===== src/rtl/irq_pc_sel_ctrl_if.sv =====
// Interrupt/PC-redirect bundle between the pipeline and the interrupt sequencer.
// The master side is the pipeline and interrupt sources. The slave side is the sequencer.
interface irq_pc_sel_ctrl_if #(
  parameter int unsigned NUM_IRQ = 4
);
  logic [NUM_IRQ-1:0] irq_req;
  logic [NUM_IRQ-1:0] irq_mask;
  logic [31:0]        pc_resume;
  logic               pipe_ok;
  logic               eret;
  logic               pc_sel;
  logic [31:0]        pc_redirect;
  logic               flush;
  logic [NUM_IRQ-1:0] irq_ack;
  logic [31:0]        epc;
  logic [2:0]         cause;
  logic               in_isr;

  modport master (
    output irq_req, irq_mask, pc_resume, pipe_ok, eret,
    input  pc_sel, pc_redirect, flush, irq_ack, epc, cause, in_isr
  );

  modport slave (
    input  irq_req, irq_mask, pc_resume, pipe_ok, eret,
    output pc_sel, pc_redirect, flush, irq_ack, epc, cause, in_isr
  );
endinterface


===== src/rtl/irq_pc_sel_ctrl.sv =====
// Interrupt sequencer that drives the PC-source mux.
// It waits for a safe pipeline point, redirects to the handler while saving EPC, and returns to EPC on ERET.
module irq_pc_sel_ctrl #(
  parameter int unsigned NUM_IRQ      = 4,
  parameter logic [31:0] HANDLER_ADDR = 32'h0000_0004
) (
  input logic              clk,
  input logic              rst_n,
  irq_pc_sel_ctrl_if.slave bus
);

  typedef enum logic [2:0] {
    S_IDLE  = 3'd0,
    S_WAIT  = 3'd1,
    S_ENTER = 3'd2,
    S_ISR   = 3'd3,
    S_EXIT  = 3'd4
  } state_t;

  state_t             state_q, state_d;
  logic [31:0]        epc_q, epc_d;
  logic [2:0]         cause_q, cause_d;
  logic [31:0]        redirect_q, redirect_d;

  logic [NUM_IRQ-1:0] pend;
  logic               any_pend;
  logic [2:0]         win_idx;
  logic               found;

  assign pend     = bus.irq_req & bus.irq_mask;
  assign any_pend = |pend;

  // Fixed priority: the lowest index wins.
  always_comb begin
    win_idx = '0;
    found   = 1'b0;
    for (int unsigned i = 0; i < NUM_IRQ; i++) begin
      if (pend[i] && !found) begin
        win_idx = 3'(i);
        found   = 1'b1;
      end
    end
  end

  always_ff @(posedge clk or negedge rst_n) begin
    if (!rst_n) begin
      state_q    <= S_IDLE;
      epc_q      <= '0;
      cause_q    <= '0;
      redirect_q <= HANDLER_ADDR;
    end else begin
      state_q    <= state_d;
      epc_q      <= epc_d;
      cause_q    <= cause_d;
      redirect_q <= redirect_d;
    end
  end

  // The redirect target is registered on the edge that enters ENTER/EXIT.
  // This keeps pc_redirect a pure state output that holds between redirects.
  always_comb begin
    state_d    = state_q;
    epc_d      = epc_q;
    cause_d    = cause_q;
    redirect_d = redirect_q;
    unique case (state_q)
      S_IDLE: begin
        if (any_pend) state_d = S_WAIT;
      end
      S_WAIT: begin
        if (!any_pend) begin
          state_d = S_IDLE;
        end else if (bus.pipe_ok) begin
          state_d    = S_ENTER;
          cause_d    = win_idx;
          epc_d      = bus.pc_resume;
          redirect_d = HANDLER_ADDR;
        end
      end
      S_ENTER: state_d = S_ISR;
      S_ISR: begin
        if (bus.eret) begin
          state_d    = S_EXIT;
          redirect_d = epc_q;
        end
      end
      S_EXIT:  state_d = S_IDLE;
      default: state_d = S_IDLE;
    endcase
  end

  always_comb begin
    bus.pc_sel  = 1'b0;
    bus.flush   = 1'b0;
    bus.irq_ack = '0;
    bus.in_isr  = 1'b0;
    case (state_q)
      S_ENTER: begin
        bus.pc_sel  = 1'b1;
        bus.flush   = 1'b1;
        bus.irq_ack = NUM_IRQ'(1) << cause_q;
      end
      S_ISR:   bus.in_isr = 1'b1;
      S_EXIT: begin
        bus.pc_sel = 1'b1;
        bus.flush  = 1'b1;
        bus.in_isr = 1'b1;
      end
      default: ;
    endcase
  end

  assign bus.pc_redirect = redirect_q;
  assign bus.epc         = epc_q;
  assign bus.cause       = cause_q;

endmodule


===== src/flat_wrapper.sv =====
// flat-port wrapper written by rule: the top's interface ports become plain ports
module irq_pc_sel_ctrl_flat 
#(
  parameter int unsigned NUM_IRQ      = 4,
  parameter logic [31:0] HANDLER_ADDR = 32'h0000_0004
)
  (clk, rst_n, bus_irq_req, bus_irq_mask, bus_pc_resume, bus_pipe_ok, bus_eret, bus_pc_sel, bus_pc_redirect, bus_flush, bus_irq_ack, bus_epc, bus_cause, bus_in_isr);
  irq_pc_sel_ctrl_if #(.NUM_IRQ(NUM_IRQ)) bus_i ();
  input logic clk;
  input logic rst_n;
  input wire logic [$bits(bus_i.irq_req)-1:0] bus_irq_req;
  input wire logic [$bits(bus_i.irq_mask)-1:0] bus_irq_mask;
  input wire logic [$bits(bus_i.pc_resume)-1:0] bus_pc_resume;
  input wire logic [$bits(bus_i.pipe_ok)-1:0] bus_pipe_ok;
  input wire logic [$bits(bus_i.eret)-1:0] bus_eret;
  output wire logic [$bits(bus_i.pc_sel)-1:0] bus_pc_sel;
  output wire logic [$bits(bus_i.pc_redirect)-1:0] bus_pc_redirect;
  output wire logic [$bits(bus_i.flush)-1:0] bus_flush;
  output wire logic [$bits(bus_i.irq_ack)-1:0] bus_irq_ack;
  output wire logic [$bits(bus_i.epc)-1:0] bus_epc;
  output wire logic [$bits(bus_i.cause)-1:0] bus_cause;
  output wire logic [$bits(bus_i.in_isr)-1:0] bus_in_isr;
  assign bus_i.irq_req = bus_irq_req;
  assign bus_i.irq_mask = bus_irq_mask;
  assign bus_i.pc_resume = bus_pc_resume;
  assign bus_i.pipe_ok = bus_pipe_ok;
  assign bus_i.eret = bus_eret;
  assign bus_pc_sel = bus_i.pc_sel;
  assign bus_pc_redirect = bus_i.pc_redirect;
  assign bus_flush = bus_i.flush;
  assign bus_irq_ack = bus_i.irq_ack;
  assign bus_epc = bus_i.epc;
  assign bus_cause = bus_i.cause;
  assign bus_in_isr = bus_i.in_isr;
  irq_pc_sel_ctrl #(.NUM_IRQ(NUM_IRQ), .HANDLER_ADDR(HANDLER_ADDR)) u_core (.clk(clk), .rst_n(rst_n), .bus(bus_i));
endmodule

===== config.mk =====
export PLATFORM = sky130hd
export DESIGN_NAME = irq_pc_sel_ctrl_flat
export DESIGN_NICKNAME = d
export VERILOG_FILES = /design/src/rtl/irq_pc_sel_ctrl_if.sv /design/src/rtl/irq_pc_sel_ctrl.sv /design/src/flat_wrapper.sv
export SDC_FILE = /design/constraint.sdc
export NUM_CORES = 1
export LEC_CHECK = 0
export BUFFER_PORTS_ARGS = -buffer_cell sky130_fd_sc_hd__buf_2
export CORE_ASPECT_RATIO = 2
export CORE_MARGIN = 2
export CORE_UTILIZATION = 50
export CTS_BUF_LIST = sky130_fd_sc_hd__clkbuf_8
export DETAILED_ROUTE_END_ITERATION = 8
export PLACE_DENSITY = 0.82
export RECOVER_POWER = 25
export SYNTH_ARGS = -nofsm -noshare
export SYNTH_HDL_FRONTEND = slang
export SYNTH_SLANG_ARGS = --single-unit

===== constraint.sdc =====
create_clock -name clk -period 2.1 [get_ports clk]
set_input_delay 0.42 -clock clk [delete_from_list [all_inputs] [get_ports clk]]
set_output_delay 0.42 -clock clk [all_outputs]
set_load 0.03 [all_outputs]

==> Word level (Yosys, flattened, before mapping) <==
Index checks and enable logic that the tools add are counted.
{ "totals": {"regBits": 70, "in_bits": 44, "output_inout_bits": 74, "wordCells": 47} }
{ "classes": {"n_eq_ne": 9, "n_shift": 1, "muxes": 18, "bitwise": 1, "n_reduce_logical": 14} }
{ "ops": {"columns": ["operator", "n"], "rows": [
  ["32-bit 2-to-1 mux", 3],
  ["32-bit case mux with 2 select lines", 1],
  ["3-bit 2-to-1 mux", 6],
  ["3-bit case mux with 4 select lines", 1],
  ["3-bit by 2-bit == test with 1-bit output, second input constant", 2],
  ["1-bit 2-to-1 mux", 6],
  ["3-bit AND reduction", 2],
  ["4-bit AND", 1],
  ["4-bit 2-to-1 mux", 1],
  ["2-bit by 1-bit inequality test with 1-bit output, second input constant", 2],
  ["2-bit inequality test, second input constant", 2],
  ["4-bit AND reduction", 1],
  ["2-bit OR reduction", 2],
  ["4-bit OR reduction", 1],
  ["1-bit by 3-bit << shifter with 4-bit output, first input constant", 1],
  ["3-bit by 1-bit == test with 1-bit output, second input constant", 1],
  ["3-bit == test, second input constant", 1],
  ["1-bit logical AND", 3],
  ["1-bit logical NOT", 3],
  ["3-bit logical NOT", 1],
  ["3-bit inequality test, second input constant", 1],
  ["2-bit nonzero test", 1]
]} }

==> Logic depth before layout (Yosys ltp) <==
Gate-level depths: netlist of run 1.
{ "depth": {"ltp_word": 11, "mapped_depth": 7, "ltp_nobuf": 5} }

==> Worst setup path before layout of run 1 <==
Ideal clock, no wire load.
{ "synth_path": {"path_kind": "register -> output", "start": "register u_core.state_q[2]", "end": "output bus_irq_ack[0]", "arrival_time_ps": 1567, "required_ps": 1680, "path_slack_ps": 113, "path_stages_with_launch": 3, "n_path_buf": 0, "cell_sequence": "dfrtp_1 -> or2b_1 -> nor4_1"} }
{ "synth_via": {"elab_chain_cells": 2} }
{ "synth_lines": {"columns": ["item", "line_no", "rtl"], "rows": [
  ["start: declaration", "irq_pc_sel_ctrl.sv:20", "state_t state_q, state_d;"],
  ["start signal: assignment", "irq_pc_sel_ctrl.sv:52", "state_q <= state_d;"],
  ["3-bit by 2-bit == test with 1-bit output", "irq_pc_sel_ctrl.sv:97", "case (state_q)"],
  ["4-bit 2-to-1 mux", "irq_pc_sel_ctrl.sv:97", null],
  ["end: declaration", "flat_wrapper.sv:19", "output wire logic [$bits(bus_i.irq_ack)-1:0] bus_irq_ack;"]
]} }
No other way between the ends.

==> Worst setup path in the final report of run 1 <==
{ "layout_path": {"start": "register u_core.state_q[2]", "end": "output bus_irq_ack[3]"} }
Same word-level chain as after synthesis.

==> metrics.csv, run 1 <==
metric;value;unit
num_io_pins;118;
end_kind;primary output;
clk_latency;0.33;ns
period_needed;2.00;ns
yosys-top-cells-count;dfrtp_1, nand2_1, mux2_4;
holdWs;0.301;ns
initial_utilization;51.6;%
p_leak;1.94;nW
ir_drop;0.00120;V
die_h;112;um
yosys.area_share.simple;12.0;%
gp_congestion;0.788;
tightest_slew;1.16;ns
ys_seq_area_share;59.2;%
n_antenna_cell;0;
vias;2235;
ctsLongestPathBuffers;2;
synth_edf_count;0;
rsz0062_at_grt;no;
synth_nets;290;
core_area;5660;um2
critPathArrivalTime;1.58;ns
drc;0;
synthCells;246;
grt-ovfl-total;0;
port_buffers;116;
synth_warnings;0;
setup_viol;0;
worstSetupPathType;reg2out;
syn_area;2920;um2
synth_xor_area_share;0;%
slew_viol_final;0;
finalNetCount;410;
htree_levels;3;
async_reset_ff_share;100;%
ys_ff_latch;69;
synth_top_area_cell;dfrtp_1;
drive_above_1_share;46.9;%
grt_pass1_vias;2152;
wl;6470;um
skew;0.00877;ns
synth_top_family_by_area;multiplexers;
synthAdderAreaFrac;0;%
critPathMaxFanout;7;
antenna_found_initial;0;
worst_setup_path_start_kind;register;
maxCapViolCount;0;
wl_per_cell;15.0;um
cts_tree;done;
die_w;58.0;um
finalCritPeriodShare;95.1;%
dp_hpwl;4560;um
synth_cell_types;31;
fp-row-count;39;
fin_tns_setup;0;ns
cts_buffers;9;
postSynthAreaPerCell;11.9;um2
fmax;501;MHz
worstHoldPathType;in2async;
synth_compound_area_share;8.14;%
synthFlopType;dfrtp_1;
postRouteAntennaNets;0;
synth_mux_area_share;16.2;%
clock-sinks;69;
grt_max_degree;67;
clk_pin_slew_worst_paths;0.07;ns
pwr_density_cell;1840;nW/um2
yosys-top-cells-area;dfrtp_1, mux2_4, nand2_1;
synthDominantCellAreaShare;58.3;%
drtPass1Iterations;4;
maxSlewHeadroom;22.7;%
hold_violations;0;
vias_per_cell;5.17;
critical_path_required;1.68;ns
die_area;6510;um2
root_buffer;clkbuf_8;
drtIter0Drc;87;
grt_first_pass_wirelength;9890;um
grt_util_all_layers;20.0;%
syn_to_final_growth;27.1;%
final_util;65.6;%
outcome;finished clean;
[metal layers]
metal / share of wire (%) / wire [um] / global-route usage, % / up-vias
li1: - / - / - / 1059
met1: 38 / 2440 / 23.5 / 1090
met2: 56 / 3600 / 33.6 / 74
met3: 4.2 / 272 / 4.72 / 12
met4: 2.4 / 155 / 9.92 / 0
met5: 0 / 0 / 0 / -
[path summary, 6_finish.rpt]
check / start / to / slack, ns / cells past startpoint
min in group clk: bus_pc_resume[14] / u_core.bus.epc[14] / 0.32 / 2
worst min-delay path: rst_n / u_core.bus.epc[30] / 0.30 / 1
max in group asynchronous: rst_n / u_core.bus.epc[28] / 0.36 / 2
worst max register to register: u_core.state_q[2] / u_core.bus.epc[31] / 0.10 / 4
worst min register to register: u_core.bus.epc[5] / u_core.bus.pc_redirect[5] / 0.51 / 2
worst max-delay path: u_core.state_q[2] / bus_irq_ack[3] / 0.10 / 4
[worst max-delay path, stage by stage, from the launching register on]
cell and delay (ns):
dfrtp_1 0.45, or2b_1 0.30, nor2_2 0.15, and3_1 0.17, buf_2 0.19
[final cells by class]
class | instances | area [um2]
flip-flops and latches | 69 | 1730
fillers | 480 | 1950
clock inverters | 3 | 11.3
clock buffers | 13 | 179
inverters | 1 | 3.75
repair buffers | 124 | 639
well taps | 61 | 76.3
multi-input cells | 161 | 1070
[through the flow]
step	cells	cell area, um2	setup WS [ns]	power (mW)
2_1_floorplan	246	2920	0.113	4.88
5_1_grt	432	3710	0.0000533	7.21
3_3_place_gp	415	3520	0.0817	5.77
3_5_place_dp	415	3520	0.0473	5.87
4_1_cts	431	3710	0.0187	6.87
6_report	432	3710	0.102	6.82
[cell families (layout without fill, tap and decap cells)]
logic type | Yosys count | in the layout
mux | 33 | 33
flops | 69 | 69
other cells | 1 | 1
simple gates | 84 | 84
compound gates | 42 | 43
buf+inv | 17 | 141
[flip-flops by register name (all words and copies together), names as in the netlist]
signal                  flops
u_core.bus.epc             32
u_core.bus.cause            2
u_core.state_q              3
u_core.bus.pc_redirect     32
[power by group]
group | total, mW | internal [mW] | switching [mW]
clock network | 0.984 | 0.546 | 0.438
logic | 3.38 | 1.20 | 2.19
registers | 2.45 | 1.99 | 0.461
total | 6.82 | 3.73 | 3.08
[repair_timing]
| item | in CTS | in global routing |
|---|---|---|
| buffers inserted | 0 | 1 |
| hold buffers | 0 | 0 |
| setup endpoints to repair | 0 | 12 |
| resized for setup | 0 | 3 |
[layout by cell type (no fill, tap or decap), types with 2 or more instances in the layout]
cell / instances
buf_2: 114
nand2b_1: 3
inv_1: 4
dfrtp_1: 68
mux2_4: 27
nor2_1: 5
clkbuf_8: 13
a22o_1: 2
o21ai_1: 6
buf_4: 8
o21ai_0: 25
mux2_2: 6
a21oi_1: 4
nand2_1: 68
(Power assumes the default switching activity.)
==> run 2, diff against run 1 <==
--- a/config.mk
+++ b/config.mk
@@ -10,9 +10,9 @@
 export CORE_MARGIN = 2
 export CORE_UTILIZATION = 50
 export CTS_BUF_LIST = sky130_fd_sc_hd__clkbuf_8
+export CTS_CLUSTER_SIZE = 16
 export DETAILED_ROUTE_END_ITERATION = 8
 export PLACE_DENSITY = 0.82
-export RECOVER_POWER = 25
 export SYNTH_ARGS = -nofsm -noshare
 export SYNTH_HDL_FRONTEND = slang
 export SYNTH_SLANG_ARGS = --single-unit
==> metrics.csv, run 2 (same netlist as run 1, synthesis figures left out) <==
metric;value;unit;change
p_leak;1.95;nW;+0.41%
final_common_cell;buf_2;;
end_kind;primary output;;
outcome;finished clean;;
root_buffer;clkbuf_8;;
gp_congestion;0.788;;unchanged
place_area;3520;um2;unchanged
finalNetCount;410;;unchanged
rsz0062_at_grt;no;;
clk_latency;0.33;ns;about the same
vias;2240;;+0.22%
pwr_density_cell;1830;nW/um2;-0.40%
worstHoldPathType;in2async;;
tightest_slew;0.626;ns;-0.533 ns
slew_viol_final;0;;unchanged
fin_tns_setup;0;ns;unchanged
drtPass1Iterations;4;;unchanged
initial_utilization;51.6;%;unchanged
ir_drop;0.00120;V;about the same
syn_to_final_growth;27.7;%;
htree_levels;3;;unchanged
worst_setup_path_start_kind;register;;
finalCritPeriodShare;94.8;%;-0.28 points
grt_pass1_vias;2152;;unchanged
fmax;502;MHz;+0.29%
port_buffers;116;;unchanged
die_h;112;um;unchanged
drive_above_1_share;47.2;%;+0.27 points
hold_violations;0;;unchanged
cts_buffers;9;;unchanged
cts_tree;done;;
mostFrequentLayoutCells;buf_2, nand2_1, dfrtp_1;;
antenna_found_initial;0;;unchanged
wl_per_cell;15.0;um;-0.14%
die_w;58.0;um;unchanged
die_area;6510;um2;unchanged
grt-ovfl-total;0;;unchanged
grt_first_pass_wirelength;9890;um;unchanged
skew;0.00848;ns;-0.000296 ns
clk_pin_slew_worst_paths;0.07;ns;about the same
drc;0;;unchanged
grt_max_degree;67;;unchanged
ctsHoldBuffers;0;;unchanged
wl;6460;um;-0.14%
maxCapViolCount;0;;unchanged
postRouteAntennaNets;0;;unchanged
maxSlewHeadroom;58.2;%;+36 points
fp-row-count;39;;unchanged
ctsLongestPathBuffers;2;;unchanged
critPathMaxFanout;7;;unchanged
setup_viol;0;;unchanged
fin_cells;432;;unchanged
dp_cells;415;;unchanged
dp_hpwl;4560;um;unchanged
n_antenna_cell;0;;unchanged
core_area;5660;um2;unchanged
period_needed;1.99;ns;-0.00583 ns
grt_util_all_layers;20.0;%;unchanged
vias_per_cell;5.19;;+0.22%
drtIter0Drc;90;;+3.4%
worstSetupPathType;reg2out;;
num_io_pins;118;;unchanged
final_cell_area;3730;um2;+0.44%
clock-sinks;69;;unchanged
critical_path_required;1.68;ns;about the same
critPathArrivalTime;1.57;ns;about the same
==> run 2: final timing paths <==
kind / from / to / slack (ns) / cells after the start
setup / recovery: u_core.state_q[2] / bus_irq_ack[3] / 0.11 / 4
hold / removal: rst_n / u_core.bus.epc[30] / 0.06 / 1
setup reg to reg: u_core.state_q[2] / u_core.bus.epc[22] / 0.11 / 4
hold reg to reg: u_core.bus.epc[5] / u_core.bus.pc_redirect[5] / 0.51 / 2
max in group asynchronous: rst_n / u_core.bus.epc[15] / 1.46 / 2
min in group clk: bus_pc_resume[14] / u_core.bus.epc[14] / 0.32 / 2
==> run 2: metrics by stage <==
stage	util [%]	total power, mW	worst slack, ns	hold slack (ns)
floorplan	-	4.88	0.113	0.124
global placement	62.3	5.77	0.0817	0.421
finish	65.9	6.82	0.108	0.0600
global route	65.9	7.21	0.0000533	0.0767
detailed placement	62.3	5.87	0.0473	0.421
CTS	65.6	6.87	0.0187	0.0570
==> run 2: routing by layer <==
layer | share of wire [%] | vias to the layer above | track usage [%]
li1 | - | 1060 | -
met1 | 38 | 1090 | 23.5
met2 | 55 | 76 | 33.6
met3 | 4.3 | 14 | 4.72
met4 | 2.7 | 0 | 9.92
met5 | 0 | - | 0
==> run 2: final cells by class <==
type,count,area (um2)
Multi-Input combinational cell,161,1070
Clock buffer,13,179
Fill cell,478,1930
Clock inverter,3,11.3
Sequential cell,69,1730
Tap cell,61,76.3
Timing Repair Buffer,124,656
Inverter,1,3.75
==> run 2: power by group <==
part / internal (mW) / leakage [nW] / switching [mW]
Sequential: 1.99 / 0.865 / 0.459
Combinational: 1.20 / 0.971 / 2.19
Clock: 0.546 / 0.109 / 0.438
==> run 2: what timing repair did <==
item,in CTS,in global routing
setup buffers,0,1
hold endpoints to repair,0,0
gates resized for setup,0,3
endpoints found under the setup margin,0,12
==> run 2: critical path, stage by stage (launching register included) <==
cell and delay [ns]:
dfrtp_1 0.44, or2b_1 0.30, nor2_2 0.15, and3_1 0.17, buf_2 0.19
